### config.mk
export PLATFORM = sky130hd
export DESIGN_NAME = demux1x8_deser_flat
export DESIGN_NICKNAME = d
export VERILOG_FILES = /design/src/rtl/demux1x8_deser_pkg.sv /design/src/rtl/demux1x8_deser_if.sv /design/src/rtl/demux1x8_deser_slot_counter.sv /design/src/rtl/demux1x8_deser.sv /design/src/flat_wrapper.sv
export SDC_FILE = /design/constraint.sdc
export NUM_CORES = 1
export LEC_CHECK = 0
export BUFFER_PORTS_ARGS = -buffer_cell sky130_fd_sc_hd__buf_4
export CORE_UTILIZATION = 35
export CTS_CLUSTER_DIAMETER = 100
export CTS_CLUSTER_SIZE = 24
export DETAILED_ROUTE_END_ITERATION = 8
export GPL_TIMING_DRIVEN = 1
export SYNTH_ARGS = -nofsm -noshare
export SYNTH_HDL_FRONTEND = slang
export SYNTH_SLANG_ARGS = --single-unit
### constraint.sdc
create_clock -name clk -period 2.54 [get_ports clk]
set_clock_uncertainty 0.2 [all_clocks]
set_input_delay 0.254 -clock clk [delete_from_list [all_inputs] [get_ports clk]]
set_output_delay 0.254 -clock clk [all_outputs]
set_load 0.01 [all_outputs]
### src/rtl/demux1x8_deser_pkg.sv
// Shared constants and types for the 1:N serial-to-parallel demultiplexer.
package demux1x8_deser_pkg;

    // Default frame width and the matching slot index width.
    localparam int N_DEFAULT     = 8;
    localparam int SEL_W_DEFAULT = $clog2(N_DEFAULT);

    // Slot index and assembled frame at the default width.
    typedef logic [SEL_W_DEFAULT-1:0] slot_t;
    typedef logic [N_DEFAULT-1:0]     frame_t;

endpackage : demux1x8_deser_pkg

### src/rtl/demux1x8_deser_if.sv
// Serial input, slot control and parallel frame handshake of the deserializer.
// The block itself uses the slave modport; whoever feeds it uses master.
interface demux1x8_deser_if
    import demux1x8_deser_pkg::*;
#(
    parameter int N = N_DEFAULT
);
    localparam int SEL_W = $clog2(N);

    // Serial side
    logic             din;
    logic             din_valid;
    logic             din_ready;
    // Slot pointer control and visibility
    logic             sel_load;
    logic [SEL_W-1:0] sel_in;
    logic [SEL_W-1:0] slot;
    // Parallel frame side
    logic [N-1:0]     out;
    logic [N-1:0]     out_mask;
    logic             out_valid;
    logic             out_ready;

    modport master (
        output din, din_valid, sel_load, sel_in, out_ready,
        input  din_ready, slot, out, out_mask, out_valid
    );

    modport slave (
        input  din, din_valid, sel_load, sel_in, out_ready,
        output din_ready, slot, out, out_mask, out_valid
    );

endinterface : demux1x8_deser_if

### src/rtl/demux1x8_deser_slot_counter.sv
// Modulo-N slot pointer with load priority over increment. Also exposes the
// index in effect this cycle (load value when loading, else the pointer), so a
// serializer or deserializer can address its current bit without duplicating
// the load/increment rule.
module demux1x8_deser_slot_counter #(
    parameter  int N     = 8,
    localparam int SEL_W = $clog2(N)
) (
    input  logic             clk,
    input  logic             rst_n,
    input  logic             load,
    input  logic [SEL_W-1:0] load_val,
    input  logic             inc,
    output logic [SEL_W-1:0] idx,
    output logic [SEL_W-1:0] slot
);

    logic [SEL_W-1:0] slot_q;
    logic [SEL_W-1:0] slot_d;
    logic [SEL_W-1:0] base;

    // Effective index for this cycle and the next pointer value. N is a power
    // of two, so the natural SEL_W-bit overflow provides the N-1 -> 0 wrap.
    always_comb begin
        base   = load ? load_val : slot_q;
        slot_d = inc ? base + 1'b1 : base;
    end

    // Pointer register.
    always_ff @(posedge clk or negedge rst_n) begin
        if (!rst_n) begin
            slot_q <= '0;
        end else begin
            slot_q <= slot_d;
        end
    end

    assign idx  = base;
    assign slot = slot_q;

endmodule : demux1x8_deser_slot_counter

### src/rtl/demux1x8_deser.sv
// Registered 1:N demultiplexer / deserializer. Serial bits are steered into a
// shadow frame at the current slot; the bit landing in slot N-1 completes the
// frame, which moves to the output register behind a valid/ready handshake.
// Only the completing bit stalls while an earlier frame is still unconsumed.
module demux1x8_deser
    import demux1x8_deser_pkg::*;
#(
    parameter  int N     = N_DEFAULT,
    localparam int SEL_W = $clog2(N)
) (
    input  logic             clk,
    input  logic             rst_n,
    demux1x8_deser_if.slave  bus
);

    logic [SEL_W-1:0] w;
    logic [SEL_W-1:0] slot;
    logic             last_slot;
    logic             din_ready;
    logic             accept;
    logic [N-1:0]     wr_oh;
    logic [N-1:0]     shadow_merged;
    logic [N-1:0]     mask_merged;

    logic [N-1:0]     shadow_q,      shadow_d;
    logic [N-1:0]     shadow_mask_q, shadow_mask_d;
    logic [N-1:0]     out_q,         out_d;
    logic [N-1:0]     out_mask_q,    out_mask_d;
    logic             out_valid_q,   out_valid_d;
    logic             ready_en_q,    ready_en_d;

    demux1x8_deser_slot_counter #(.N(N)) u_slot_counter (
        .clk      (clk),
        .rst_n    (rst_n),
        .load     (bus.sel_load),
        .load_val (bus.sel_in),
        .inc      (accept),
        .idx      (w),
        .slot     (slot)
    );

    // One-hot decode of the write index.
    for (genvar gi = 0; gi < N; gi++) begin : g_wr_dec
        assign wr_oh[gi] = (w == SEL_W'(gi));
    end

    assign last_slot = (w == SEL_W'(N - 1));

    // ready_en_q holds din_ready low through reset and the cycle of release.
    assign din_ready = ready_en_q && !(out_valid_q && !bus.out_ready && last_slot);
    assign accept    = bus.din_valid && din_ready;

    // Current shadow contents with the incoming bit dropped into slot w.
    assign shadow_merged = (shadow_q & ~wr_oh) | ({N{bus.din}} & wr_oh);
    assign mask_merged   = shadow_mask_q | wr_oh;

    // Next-state for the shadow frame, the output frame and the handshake.
    always_comb begin
        shadow_d      = shadow_q;
        shadow_mask_d = shadow_mask_q;
        out_d         = out_q;
        out_mask_d    = out_mask_q;
        out_valid_d   = out_valid_q && !bus.out_ready;
        ready_en_d    = 1'b1;
        if (accept) begin
            if (last_slot) begin
                // A completing accept may coincide with consumption of the
                // previous frame; the new frame simply replaces it.
                out_d         = shadow_merged;
                out_mask_d    = mask_merged;
                out_valid_d   = 1'b1;
                shadow_d      = '0;
                shadow_mask_d = '0;
            end else begin
                shadow_d      = shadow_merged;
                shadow_mask_d = mask_merged;
            end
        end
    end

    // Frame and handshake registers; reset discards any partial or pending frame.
    always_ff @(posedge clk or negedge rst_n) begin
        if (!rst_n) begin
            shadow_q      <= '0;
            shadow_mask_q <= '0;
            out_q         <= '0;
            out_mask_q    <= '0;
            out_valid_q   <= 1'b0;
            ready_en_q    <= 1'b0;
        end else begin
            shadow_q      <= shadow_d;
            shadow_mask_q <= shadow_mask_d;
            out_q         <= out_d;
            out_mask_q    <= out_mask_d;
            out_valid_q   <= out_valid_d;
            ready_en_q    <= ready_en_d;
        end
    end

    assign bus.din_ready = din_ready;
    assign bus.slot      = slot;
    assign bus.out       = out_q;
    assign bus.out_mask  = out_mask_q;
    assign bus.out_valid = out_valid_q;

endmodule : demux1x8_deser

### src/flat_wrapper.sv
// flat-port wrapper written by rule: the top's interface ports become plain ports
module demux1x8_deser_flat import demux1x8_deser_pkg::*;
#(
    parameter  int N     = N_DEFAULT,
    localparam int SEL_W = $clog2(N)
)
  (clk, rst_n, bus_din, bus_din_valid, bus_sel_load, bus_sel_in, bus_out_ready, bus_din_ready, bus_slot, bus_out, bus_out_mask, bus_out_valid);
  demux1x8_deser_if #(.N(N)) bus_i ();
  input  logic clk;
  input  logic rst_n;
  input wire logic [$bits(bus_i.din)-1:0] bus_din;
  input wire logic [$bits(bus_i.din_valid)-1:0] bus_din_valid;
  input wire logic [$bits(bus_i.sel_load)-1:0] bus_sel_load;
  input wire logic [$bits(bus_i.sel_in)-1:0] bus_sel_in;
  input wire logic [$bits(bus_i.out_ready)-1:0] bus_out_ready;
  output wire logic [$bits(bus_i.din_ready)-1:0] bus_din_ready;
  output wire logic [$bits(bus_i.slot)-1:0] bus_slot;
  output wire logic [$bits(bus_i.out)-1:0] bus_out;
  output wire logic [$bits(bus_i.out_mask)-1:0] bus_out_mask;
  output wire logic [$bits(bus_i.out_valid)-1:0] bus_out_valid;
  assign bus_i.din = bus_din;
  assign bus_i.din_valid = bus_din_valid;
  assign bus_i.sel_load = bus_sel_load;
  assign bus_i.sel_in = bus_sel_in;
  assign bus_i.out_ready = bus_out_ready;
  assign bus_din_ready = bus_i.din_ready;
  assign bus_slot = bus_i.slot;
  assign bus_out = bus_i.out;
  assign bus_out_mask = bus_i.out_mask;
  assign bus_out_valid = bus_i.out_valid;
  demux1x8_deser #(.N(N)) u_core (.clk(clk), .rst_n(rst_n), .bus(bus_i));
endmodule
==> results_dict.tcl <==
set metrics [dict create \
    outcome "complete, no violations" \
    cts_resized 0 \
    worstSkewPairLatency_ps 290 \
    crit_slowest_cell "dfrtp_1" \
    grt.overflow.total 0 \
    finalPower_uw 2233 \
    dr.pass1.iters 4 \
    clock-sinks 35 \
    cts_buffers 5 \
    fin_util_pct 44.71 \
    fmax_mhz 422.1 \
    end_kind "output pin" \
    rrSetupSlack_ps 280 \
    yosysWarningCount 0 \
    cts-root-buf "clkbuf_8" \
    crit_family "adder cells" \
    cts_buffer_depth 2 \
    rows 25 \
    routed_wl_um 3983 \
    finalCritPeriodShare_pct 93.27 \
    critical_path.cell_chain "mux2i_1, inv_1, ha_1, ha_1, nand3b_2, and2_1, buf_4" \
    hold_path_startpoint "bus_din" \
    vdd_drop_max_uv 325.3 \
    dp_hpwl_um 2666 \
    die_y_um 72.65 \
    drive_gt1_share_pct 25.76 \
    critical_path.max_fanout 5 \
    postSynthCellCount 170 \
    syn2layout_area_growth_pct 21.70 \
    hold_class "in -> reg" \
    ys_ff_latch 35 \
    netlist_area_um2 1747 \
    wl_per_cell_um 15.03 \
    crit_type "reg -> out" \
    drt_iter0_drc 125 \
    grt_pass1_vias 1320 \
    powerDensity_nw_per_um2 1050 \
    place.gp.congestion 0.7681 \
    setup_viol 0 \
    crit_path_start "u_core.u_slot_counter.slot[0]$_DFF_PN0_" \
    n_antenna_cell 0 \
    ioPinCount 30 \
    io_buffers 29 \
    initial_core_util_pct 36.74 \
    rsz0062_at_grt "no" \
    slowest_delay_ps 380 \
    die_x_um 72.65 \
    finalCriticalPeriod_ps 2369 \
    grt.total_usage_pct 16.71 \
    placed_cells 256 \
    routed_via_density 5.166 \
    critPathLaunchType "flop" \
    coreArea_um2 4755 \
    num_vias 1369 \
    tns_ps 0 \
    slew_viol_final 0 \
    grt_max_degree 36 \
    ant_nets 0 \
    synth.distinct_cells 30 \
    required_ps 2090 \
    tritoncts "built" \
    ys_seq_area_share_pct 50.14 \
    crit_buf_inv 2 \
    h-tree-depth 2 \
    syn_nets 185 \
    antenna_found_initial 0 \
    stdcell_count 265 \
    r2r-start "u_core.u_slot_counter.slot[0]$_DFF_PN0_" \
    p_leak_uw 0.0009466 \
    dieArea_um2 5277 \
    syn_avg_cell_area_um2 10.27 \
    route.detailed.drc 0 \
    arrival_ps 1920 \
    grt_pass1_wl_um 6568 \
    cts.reportedPaths.clkPinSlew_ps 70 \
    cp_common_cell "ha_1" \
    max_cap_viol_count 0 \
    final_nets 212 \
    timing.hold.ws_ps 76.77 \
    finalHoldViolCount 0 \
]
## where the power goes
| group | switching (uW) | internal, uW | leakage, uW |
|---|---|---|---|
| clock | 206 | 392 | 0.0000654 |
| combinational | 368 | 367 | 0.000488 |
| sequential | 129 | 770 | 0.000393 |
## state kept, by name (all words and copies together), names as in the netlist, named ones only
register and flops:
u_core.bus.out 8, u_core.bus.out_mask 8, u_core.bus.out_valid 1, u_core.ready_en_q 1
u_core.shadow_mask_q 6, u_core.shadow_q 7, u_core.u_slot_counter.slot 3
## synthesized netlist by cell type
| library cell | n | share of area, % |
|---|---|---|
| a21oi_1 | 34 | 9.7 |
| a221o_1 | 6 | 3.4 |
| a22o_1 | 1 | 0.50 |
| a31oi_1 | 6 | 2.1 |
| a41oi_1 | 6 | 3.0 |
| and2_1 | 2 | 0.72 |
| and2_4 | 1 | 0.50 |
| and3_1 | 1 | 0.36 |
| and3b_1 | 1 | 0.50 |
| buf_2 | 4 | 1.1 |
| buf_4 | 2 | 0.86 |
| buf_6 | 5 | 3.2 |
| clkbuf_1 | 5 | 1.1 |
| conb_1 | 1 | 0.21 |
| dfrtp_1 | 35 | 50 |
| ha_1 | 6 | 4.3 |
| inv_1 | 5 | 1.1 |
| inv_2 | 1 | 0.21 |
| mux2_2 | 4 | 2.6 |
| mux2i_1 | 3 | 1.7 |
| mux2i_2 | 1 | 0.79 |
| nand2_1 | 2 | 0.43 |
| nand2_2 | 1 | 0.36 |
| nand2b_1 | 8 | 2.9 |
| nand3_1 | 7 | 2.0 |
| nand3b_2 | 1 | 0.64 |
| nor2_1 | 13 | 2.8 |
| o211ai_1 | 1 | 0.43 |
| o21ai_0 | 6 | 1.7 |
| xnor2_1 | 1 | 0.50 |
## cells in the final DEF, fill, tap and decap left out
master / instances
nor2_1: 13
inv_1: 5
bufinv_16: 2
and3b_1: 1
dfrtp_1: 35
a22o_1: 1
nand2_1: 2
ha_1: 6
nand2_2: 1
and2_4: 1
mux2_2: 4
clkbuf_1: 1
o211ai_1: 1
a31oi_1: 6
nand3_1: 7
o21ai_0: 6
mux2i_2: 1
a221o_1: 6
nand2b_1: 8
inv_2: 1
a41oi_1: 6
conb_1: 1
a21oi_1: 34
buf_4: 35
mux2i_1: 3
xnor2_1: 1
clkbuf_8: 5
and3_1: 1
nand3b_2: 1
and2_1: 2
dlygate4sd3_1: 1
## per-stage QoR
step                      instance area [um2]  setup slack [ps]
after global routing                     2126             23.96
after floorplan                          1747             242.6
final                                    2126             170.9
after CTS                                2126             158.0
after detailed placement                 1983             225.6
after global placement                   1983             248.5
## logic make-up after synthesis
kind of cell | Yosys count | share of synthesized area (%)
mux | 8 | 5.086
simple gates | 37 | 11.18
flops | 35 | 50.14
xor+xnor | 1 | 0.5015
other cells | 1 | 0.2147
compound gates | 60 | 20.99
fa+ha+maj | 6 | 4.298
buf+inv | 22 | 7.593
## layout make-up
class                   instances  area, um2
repair buffers                 36      272.8
clock buffers                   6      72.57
multi-input cells             113      738.2
inverters                       6      22.52
fillers                       472       2629
well taps                      67      83.83
flip-flops and latches         35      875.8
clock inverters                 2      60.06
## path summary, 6_finish.rpt
check | to | cells past startpoint
max | bus_din_ready | 7
min | u_core.bus.out[7]$_DFFE_PN0P_ | 2
max reg2reg | u_core.bus.out[7]$_DFFE_PN0P_ | 7
min reg2reg | u_core.bus.out_mask[7]$_DFFE_PN0P_ | 1
max in group asynchronous | u_core.shadow_mask_q[4]$_DFFE_PN0P_ | 2
min in group asynchronous | u_core.shadow_q[6]$_DFFE_PN0P_ | 2
## per-layer routing
metal / up-vias / track usage, % / part of all wire (%)
li1: 661 / - / -
met1: 665 / 23.98 / 49
met2: 39 / 24.51 / 44
met3: 4 / 4.972 / 5.4
met4: 0 / 4.575 / 0.83
met5: - / 0 / 0
## worst register-to-register path, stage by stage (launching register included)
cell and delay, ps:
dfrtp_1 380, mux2i_1 230, inv_1 130, ha_1 250, ha_1 230, and3_1 250
nand2_1 150, mux2_2 340
## repair_timing
action | CTS | global route
setup buffers | 0 | 0
hold buffers | 1 | 0
endpoints found under the hold margin | 35 | 0
Note: power is estimated with default switching activity, not from simulation.
